**config.mk**
```make
export PLATFORM = sky130hd
export DESIGN_NAME = lbp_frame_sequencer
export DESIGN_NICKNAME = d
export VERILOG_FILES = /design/src/rtl/lbp_pkg.sv /design/src/rtl/lbp_load_counter.sv /design/src/rtl/lbp_frame_sequencer.sv
export SDC_FILE = /design/constraint.sdc
export NUM_CORES = 1
export LEC_CHECK = 0
export CORE_MARGIN = 10
export CORE_UTILIZATION = 40
export DETAILED_ROUTE_END_ITERATION = 10
export PLACE_DENSITY = 0.79
export SYNTH_ARGS = -nofsm -noshare
export SYNTH_HDL_FRONTEND = slang
export SYNTH_HIERARCHICAL = 1
export SYNTH_SLANG_ARGS = --single-unit
```
**constraint.sdc**
```tcl
create_clock -name clk -period 3.75 [get_ports clk]
set_clock_uncertainty 0.1 [all_clocks]
set_input_delay 0.5625 -clock clk [delete_from_list [all_inputs] [get_ports clk]]
set_output_delay 0.5625 -clock clk [all_outputs]
set_load 0.05 [all_outputs]
```
**src/rtl/lbp_pkg.sv**
```systemverilog
// Shared definitions for the LBP frame sequencer: image geometry, bus widths
// and the sequencer state encoding.
package lbp_pkg;

    localparam int IMG_W   = 128;
    localparam int IMG_PIX = IMG_W * IMG_W;
    localparam int ADDR_W  = 14;
    localparam int DATA_W  = 8;

    // Address of the last pixel of a frame; the load counter stops here.
    localparam logic [ADDR_W-1:0] LOAD_LAST = ADDR_W'(IMG_PIX - 1);

    typedef enum logic [1:0] {
        ST_IDLE = 2'd0,
        ST_LOAD = 2'd1,
        ST_RUN  = 2'd2,
        ST_DONE = 2'd3
    } seq_state_t;

endpackage

```
**src/rtl/lbp_load_counter.sv**
```systemverilog
// Raster write address generator for the frame load phase.
// Clear has priority over enable; last flags the final pixel address.
module lbp_load_counter
    import lbp_pkg::*;
(
    input  logic              clk,
    input  logic              reset,
    input  logic              clear,
    input  logic              enable,
    output logic [ADDR_W-1:0] count,
    output logic              last
);

    logic [ADDR_W-1:0] count_q;
    logic [ADDR_W-1:0] count_d;

    // Next count: hold at zero while cleared, step on each accepted pixel.
    always_comb begin
        count_d = count_q;
        if (clear) begin
            count_d = '0;
        end else if (enable) begin
            count_d = count_q + 1'b1;
        end
    end

    // Count register, cleared by the system reset.
    always_ff @(posedge clk or posedge reset) begin
        if (reset) begin
            count_q <= '0;
        end else begin
            count_q <= count_d;
        end
    end

    assign count = count_q;
    assign last  = (count_q == LOAD_LAST);

endmodule

```
**src/rtl/lbp_frame_sequencer.sv**
```systemverilog
// Frame-level controller: loads one gray frame from the host stream into the
// single-port memory, lends the memory to the LBP engine, then re-arms the
// engine and reports the completed frame.
module lbp_frame_sequencer
    import lbp_pkg::*;
(
    input  logic              clk,
    input  logic              reset,
    input  logic              frame_start,
    input  logic              host_valid,
    input  logic [DATA_W-1:0] host_data,
    output logic              host_ready,
    output logic [ADDR_W-1:0] mem_addr,
    output logic              mem_we,
    output logic [DATA_W-1:0] mem_wdata,
    input  logic [DATA_W-1:0] mem_rdata,
    output logic              gray_ready,
    input  logic              gray_req,
    input  logic [ADDR_W-1:0] gray_addr,
    output logic [DATA_W-1:0] gray_data,
    input  logic              lbp_finish,
    output logic              lbp_rst,
    output logic              frame_done,
    output logic              busy,
    output logic [7:0]        frame_cnt,
    output logic              proto_err
);

    seq_state_t        state_q;
    seq_state_t        state_d;
    logic [7:0]        frame_cnt_q;
    logic [7:0]        frame_cnt_d;
    logic              proto_err_q;
    logic              proto_err_d;

    logic              accept;
    logic [ADDR_W-1:0] load_cnt;
    logic              load_last;

    assign accept = (state_q == ST_LOAD) && host_valid;

    // The counter is parked at zero in IDLE so every frame loads from address 0.
    lbp_load_counter u_load_counter (
        .clk    (clk),
        .reset  (reset),
        .clear  (state_q == ST_IDLE),
        .enable (accept),
        .count  (load_cnt),
        .last   (load_last)
    );

    // Next-state, frame counter and sticky protocol error computation.
    always_comb begin
        state_d     = state_q;
        frame_cnt_d = frame_cnt_q;
        proto_err_d = proto_err_q | (gray_req && (state_q != ST_RUN));
        case (state_q)
            ST_IDLE: if (frame_start)            state_d = ST_LOAD;
            ST_LOAD: if (accept && load_last)    state_d = ST_RUN;
            ST_RUN:  if (lbp_finish)             state_d = ST_DONE;
            ST_DONE: begin
                state_d     = ST_IDLE;
                frame_cnt_d = frame_cnt_q + 8'd1;
            end
            default:                             state_d = ST_IDLE;
        endcase
    end

    // Sequencer state registers; reset abandons any partial frame.
    always_ff @(posedge clk or posedge reset) begin
        if (reset) begin
            state_q     <= ST_IDLE;
            frame_cnt_q <= 8'd0;
            proto_err_q <= 1'b0;
        end else begin
            state_q     <= state_d;
            frame_cnt_q <= frame_cnt_d;
            proto_err_q <= proto_err_d;
        end
    end

    // Memory port mux: host writes during LOAD, LBP reads during RUN, parked at 0 otherwise.
    always_comb begin
        mem_addr = '0;
        case (state_q)
            ST_LOAD: mem_addr = load_cnt;
            ST_RUN:  mem_addr = gray_addr;
            default: mem_addr = '0;
        endcase
    end

    assign host_ready = (state_q == ST_LOAD);
    assign mem_we     = accept;
    assign mem_wdata  = accept ? host_data : '0;
    assign gray_ready = (state_q == ST_RUN);
    assign gray_data  = (state_q == ST_RUN) ? mem_rdata : '0;
    assign frame_done = (state_q == ST_DONE);
    assign lbp_rst    = (state_q == ST_DONE);
    assign busy       = (state_q != ST_IDLE);
    assign frame_cnt  = frame_cnt_q;
    assign proto_err  = proto_err_q;

endmodule

```
# Word level (Yosys, flattened, before mapping)
# Index checks and enable logic that the tools add are counted.
# op_classes
muxes	9
bitwise	1
addsub	2
eq_ne	8
reduce_logical	7
# op_table
cell	n
14-bit two-way mux	2
14-bit one-hot mux with 2 select lines	1
8-bit two-way mux	2
14-bit by 1-bit adder with 14-bit output (second input constant)	1
14-bit equality test (second input constant)	1
8-bit by 1-bit adder with 8-bit output (second input constant)	1
2-bit one-hot mux with 4 select lines	1
2-bit two-way mux	3
2-bit equality test (second input constant)	2
2-bit by 1-bit inequality test with 1-bit output (second input constant)	2
2-bit inequality test (second input constant)	2
2-bit nonzero test	2
1-bit logical AND	3
3-bit AND reduction	1
2-bit by 1-bit equality test with 1-bit output (second input constant)	1
2-bit zero test	1
1-bit bitwise OR	1
# word_totals
inputBits	36
wordCells	31
register_bits	25
output_inout_bits	45

# Longest topological paths before layout
# Gate-level depths: netlist of run 1.
# logic_depth
ltp_word	5
depth_mapped	9

# Cells and area by module
# Netlist of run 1, hierarchy kept.
# modules_own_cells
module	area_each_um2	cells_each	n_inst	seq_area_each_um2
lbp_frame_sequencer	887.1	98	1	275.3
lbp_load_counter	740.7	74	1	350.3

# Worst setup path before layout of run 1
# Ideal clock, no wire load.
# synth_path
path_kind	flip-flop to output port
from	reg state_q[0]
to	out mem_addr[0]
required_ns	3.087
path_slack_ns	0.858
path_stages_with_launch	6
t_arrival_ns	2.229
n_path_buf	1
path_cell_list	dfrtp_1 > inv_1 > ha_1 > clkbuf_1 > a22oi_1 > nor2b_1
# synth_via
elab_chain_len	2
word_cells_on_any_way	3
cone_classes	eq/ne: 2; mux: 1
# synth_lines
item	line	rtl
from (decl)	lbp_frame_sequencer.sv:29	seq_state_t state_q;
from (signal assigned)	lbp_frame_sequencer.sv:76	state_q <= state_d;
2-bit equality test	n/a	
via gray_ready	lbp_frame_sequencer.sv:17	output logic gray_ready,
14-bit one-hot mux with 2 select lines	lbp_frame_sequencer.sv:85	case (state_q)
to (decl)	lbp_frame_sequencer.sv:13	output logic [ADDR_W-1:0] mem_addr,
# The timed path passes the listed nets, and every way through them passes these cells.

# Worst setup path in the final report of run 1
# layout_path
from	reg state_q[1]
to	out mem_we
# layout_via
elab_chain_len	2
# layout_lines
item	line	rtl
2-bit by 1-bit equality test with 1-bit output	lbp_frame_sequencer.sv:40	assign accept = (state_q == ST_LOAD) && host_valid;
1-bit logical AND	lbp_frame_sequencer.sv:40	
to (decl)	lbp_frame_sequencer.sv:14	output logic mem_we,
# Every way passes these cells.

==> flow_summary.yaml, run 1 <==
run_status:
  outcome: "complete, no violations"
sta:
  fin_setup_tns_ns: 0
  finalCritPeriodShare_pct: 90.51
  fin_crit_ns: 3.394
  rsz0062_at_grt: "no"
  maxSlewViolCount: 0
  tightest_slew_ns: 0.7988
  finalHoldViolCount: 0
  final-setup-viol-count: 0
  slew_headroom_pct: 46.75
  clock.fmax_mhz: 294.6
global_routing:
  grt_pass1_wl_mm: 8.197
  grt_max_degree: 27
  grtUsageTotal_pct: 13.75
  grt-ovfl-total: 0
  grt_pass1_vias: 1544
  antenna_found_initial: 0
cts:
  cts.repair.resized: 0
  root_buffer: "clkbuf_8"
  htreeDepth: 1
  cts_buffers: 3
  clk_latency_ns: 0.27
  post_cts_buffers: 0
  clk_pin_slew_ns: 0.09
  cts.sinks: 25
  cts_tree: "yes"
  cts_hold_buf: 0
  clk_path_buf_depth: 2
routing:
  drt_iter0_markers: 52
  via_per_inst: 5.232
  wl_per_cell_um: 16.18
  ant_nets: 0
  wirelength_mm: 4.823
  drtPass1Iterations: 4
  via_count: 1559
  drc: 0
hold_path:
  min-delay-start: "proto_err"
  hold_class: "reg2reg"
placement:
  dp_hpwl_mm: 3.867
  place_area_sq_mm: 0.002459
  gp_congestion: 0.7865
  io_buffer_count: 80
floorplanning:
  ios: 81
  die_x_um: 83.79
  die-area_sq_mm: 0.007021
  start_util_pct: 40.99
  core_sq_mm: 0.003971
  rows: 23
  dieHeight_um: 83.79
critical_path:
  setup.worst_path.start: "state_q[1]"
  r2r_setup_slack_ns: 1.12
  crit_end: "mem_we"
  cp.depth: 4
  critical_path.max_stage_delay_ns: 0.86
  cp_slowest_cell: "clkdlybuf4s50_1"
  start_kind: "flip-flop"
  crit_path_end_kind: "output pin"
  rr_startpoint: "state_q[1]"
  reg2reg_depth: 7
  worstSetupPathType: "reg2out"
  crit_arrival_ns: 2.73
  required_ns: 3.09
  worstPathCellList: "inv_1 -> ha_1 -> and2_2 -> clkdlybuf4s50_1"
  cp_top_family: "buffers and inverters"
  cp_max_fo: 26
  timing.critical_path.buf_inv: 2
  crit-reg2reg-capture: "u_load_counter/count[13]"
logic_synthesis:
  ys_ff_latch: 25
  ys_warn_count: 6
  synth_top_area_share_pct: 38.43
  synth.avg_cell_area_sq_um: 9.464
  synth-edff-count: 0
  synth.distinct_cells: 37
  yosysTopAreaCell: "dfrtp_1"
  syn_nets: 215
  async_reset_ff_share_pct: 100.0
  ys_seq_area_share_pct: 38.43
  synth-main-ff-cell: "dfrtp_1"
  syn_inst: 172
  synth.area.top_cells: "dfrtp_1 (38%), a22oi_1 (6.5%), nor2b_1 (5.8%), ha_1 (5.4%), xnor2_1 (5.4%)"
  syn_area_sq_mm: 0.001628
pwr:
  leakagePower_nw: 1.021
  peakVddDrop_mv: 0.3405
  powerDensity_mw_per_mm2: 729.5
job:
  drv_cap: 0
final_layout:
  n_antenna_cell: 0
  layout_common_cells: "clkdlybuf4s50_1 (80), dfrtp_1 (25), nor2b_1 (15)"
  drive_above_1_share_pct: 9.274
  final_common_cell: "clkdlybuf4s50_1"
  final_area_sq_mm: 0.002507
  layout.nets: 292
  fin_util_pct: 63.14
  syn_to_final_growth_pct: 54.04
  fill_cells: 338
[worst register-to-register path, cell delays in order, from the launching register on]
cell and delay [ns]:
dfrtp_1 0.41, inv_1 0.10, ha_1 0.68, and2_2 0.41, o211a_1 0.19, nand4_1 0.09
nor3_1 0.18, mux2_2 0.36
[power breakdown]
part	total, W	leakage, nW	switching [W]	internal, W
clock network	0.000160	0.0217	0.0000844	0.0000752
logic	0.00128	0.671	0.000817	0.000459
registers	0.000393	0.329	0.0000723	0.000321
[Yosys cell counts (7+ instances only)]
library cell and count:
xor2_1 7, ha_1 7, dfrtp_1 25, nand2_1 8, and3_2 8, nor2b_1 15, nor2_1 13, xnor2_1 10
inv_1 9, nand4_1 7, and2_1 8, a22oi_1 14
[flip-flops by register name, indices dropped and copies added (netlist names)]
name	cells
u_load_counter/count	14
proto_err	1
state_q	2
frame_cnt	8
[per-layer routing]
| layer | global-route usage [%] | part of all wire (%) |
|---|---|---|
| met1 | 18.83 | 50 |
| met2 | 21.05 | 45 |
| met3 | 2.441 | 4.8 |
| met4 | 4.566 | 0.83 |
| met5 | 0 | 0 |
[area by class of cell]
type / instances / area, sq um / share of cell area, %
multi-input combinational: 129 / 928.4 / 37.03
clock buffer: 3 / 41.29 / 1.647
clock inverter: 1 / 7.507 / 0.2994
inverter: 9 / 33.78 / 1.347
timing repair buffer: 81 / 808.3 / 32.24
sequential: 25 / 625.6 / 24.95
tap: 50 / 62.56 / 2.495
[cell families (layout without fill, tap and decap cells)]
logic type               count (synthesis)  after routing  share of synthesized area (%)
multiplexers                             4              4                          2.690
AO/OA/AOI/OAI                           25             25                          12.07
flip-flops                              25             25                          38.43
XOR/XNOR                                17             17                          9.147
adder cells (fa/ha/maj)                  7              7                          5.380
AND/OR/NAND/NOR                         76             76                          27.75
buffers and inverters                   18             94                          4.535
[worst min path at each step]
stage / end / slack, ns / cells past startpoint
final: proto_err / 0.37 / 1
after detailed placement: proto_err / 0.35 / 1
after CTS: proto_err / 0.37 / 1
after global routing: frame_cnt[7] / 0.40 / 1
after global placement: proto_err / 0.34 / 1
after floorplan: frame_cnt[0] / 0.31 / 1
[metrics by stage]
step	total power, W	hold WS (ns)	setup slack [ns]	instances
finish	0.001829	0.3669	0.3558	298
global route	0.001934	0.3983	0.1809	298
CTS	0.001853	0.3704	0.3422	298
detailed placement	0.001691	0.3479	0.6628	294
global placement	0.001665	0.3431	0.7144	294
floorplan	0.001289	0.3149	0.8580	172
Note: power is estimated with default switching activity, not from simulation.
==> inputs of run 2 (changes only) <==
Settings changed: CORE_UTILIZATION 40 to 35, PLACE_DENSITY 0.79 to 0.7.
==> run 2 against run 1 <==
Against the previous run: setup slack better by 0.0035 ns; wire length down 2.1%; non-clock buffer count unchanged; first-iteration DRC count up 52%; flip-flop and latch count unchanged; critical endpoint unchanged; largest cell class unchanged; largest power group unchanged.
==> flow_summary.yaml, run 2 (synthesis gave the netlist of run 1 again) <==
floorplanning:
  rows: 24
  core_sq_mm: 0.004414
  ios: 81
  start_util_pct: 36.88
  dieHeight_um: 88.20
  die-area_sq_mm: 0.007778
  die_x_um: 88.20
placement:
  io_buffer_count: 80
  gp_congestion: 0.7893
  dp_hpwl_mm: 3.789
  place_area_sq_mm: 0.002461
routing:
  via_count: 1516
  drtPass1Iterations: 4
  via_per_inst: 5.053
  wl_per_cell_um: 15.75
  drc: 0
  drt_iter0_markers: 79
  wirelength_mm: 4.724
  ant_nets: 0
sta:
  whs_ns: 0.3637
  finalCritPeriodShare_pct: 90.42
  finalHoldViolCount: 0
  slew_headroom_pct: 46.20
  fin_crit_ns: 3.391
  final-setup-viol-count: 0
  clock.fmax_mhz: 294.9
  rsz0062_at_grt: "no"
  tightest_slew_ns: 0.8070
  maxSlewViolCount: 0
  fin_setup_tns_ns: 0
pwr:
  leakagePower_nw: 1.021
  powerDensity_mw_per_mm2: 726.8
  peakVddDrop_mv: 0.3562
final_layout:
  layout_common_cells: "clkdlybuf4s50_1 (80), dfrtp_1 (25), nor2b_1 (15)"
  layout.nets: 292
  drive_above_1_share_pct: 9.274
  n_antenna_cell: 0
  final_area_sq_mm: 0.002510
  final_common_cell: "clkdlybuf4s50_1"
  largest_reg_flops: 14
  syn_to_final_growth_pct: 54.19
  fin_util_pct: 56.86
cts:
  root_buffer: "clkbuf_8"
  clk_path_buf_depth: 2
  post_cts_buffers: 0
  cts_tree: "yes"
  clk_pin_slew_ns: 0.09
  htreeDepth: 1
  cts.repair.resized: 0
  clk_latency_ns: 0.26
  cts_buffers: 3
  cts_hold_buf: 0
  cts.sinks: 25
critical_path:
  cp_max_fo: 26
  worstSetupPathType: "reg2out"
  reg2reg_depth: 7
  required_ns: 3.09
  start_kind: "flip-flop"
  crit_arrival_ns: 2.73
  crit_path_end_kind: "output pin"
global_routing:
  antenna_found_initial: 0
  grt-ovfl-total: 0
  grt_max_degree: 27
  grtUsageTotal_pct: 11.26
  grt_pass1_wl_mm: 7.169
  grt_pass1_vias: 1421
job:
  drv_cap: 0
run_status:
  outcome: "complete, no violations"
hold_path:
  min_path_cells: 1
  hold_class: "reg2reg"
==> run 2: power by group <==
part / internal, W / switching [W]
logic: 0.000458 / 0.000819
clock network: 0.0000751 / 0.0000836
registers: 0.000321 / 0.0000674
==> run 2: final timing paths <==
kind | startpoint | endpoint | slack (ns)
max | state_q[1] | mem_we | 0.36
max reg2reg | state_q[1] | u_load_counter/count[13] | 1.11
min in group asynchronous | reset | frame_cnt[2] | 0.50
min reg2reg | proto_err | proto_err | 0.36
max in group asynchronous | reset | u_load_counter/count[7] | 2.63
min | proto_err | proto_err | 0.36
==> run 2: critical path, cell delays in order, from the launching register on <==
cell and delay (ns):
dfrtp_1 0.41, inv_1 0.10, ha_1 0.68, and2_2 0.41
clkdlybuf4s50_1 0.85
==> run 2: cell type report <==
class                      count  area [sq um]
fill                         420          1904
multi-input combinational    129         928.4
timing repair buffer          81         808.3
sequential                    25         625.6
tap                           52         65.06
clock buffer                   3         41.29
inverter                       9         33.78
clock inverter                 1         7.507
==> run 2: layer usage <==
layer	share of wire, %	wire, um	GRT usage (%)	up-vias
li1	-	-	-	751
met1	47	2215	15.48	708
met2	45	2117	17.47	55
met3	7.3	344	1.393	2
met4	0.99	47	4.280	0
met5	0	0	0	-
==> run 2: through the flow <==
stage	power, W	setup slack, ns	instances
after global routing	0.001925	0.1621	300
after CTS	0.001843	0.3452	300
final	0.001824	0.3593	300
after detailed placement	0.001682	0.6481	296
after floorplan	0.001289	0.8580	172
after global placement	0.001674	0.6951	296
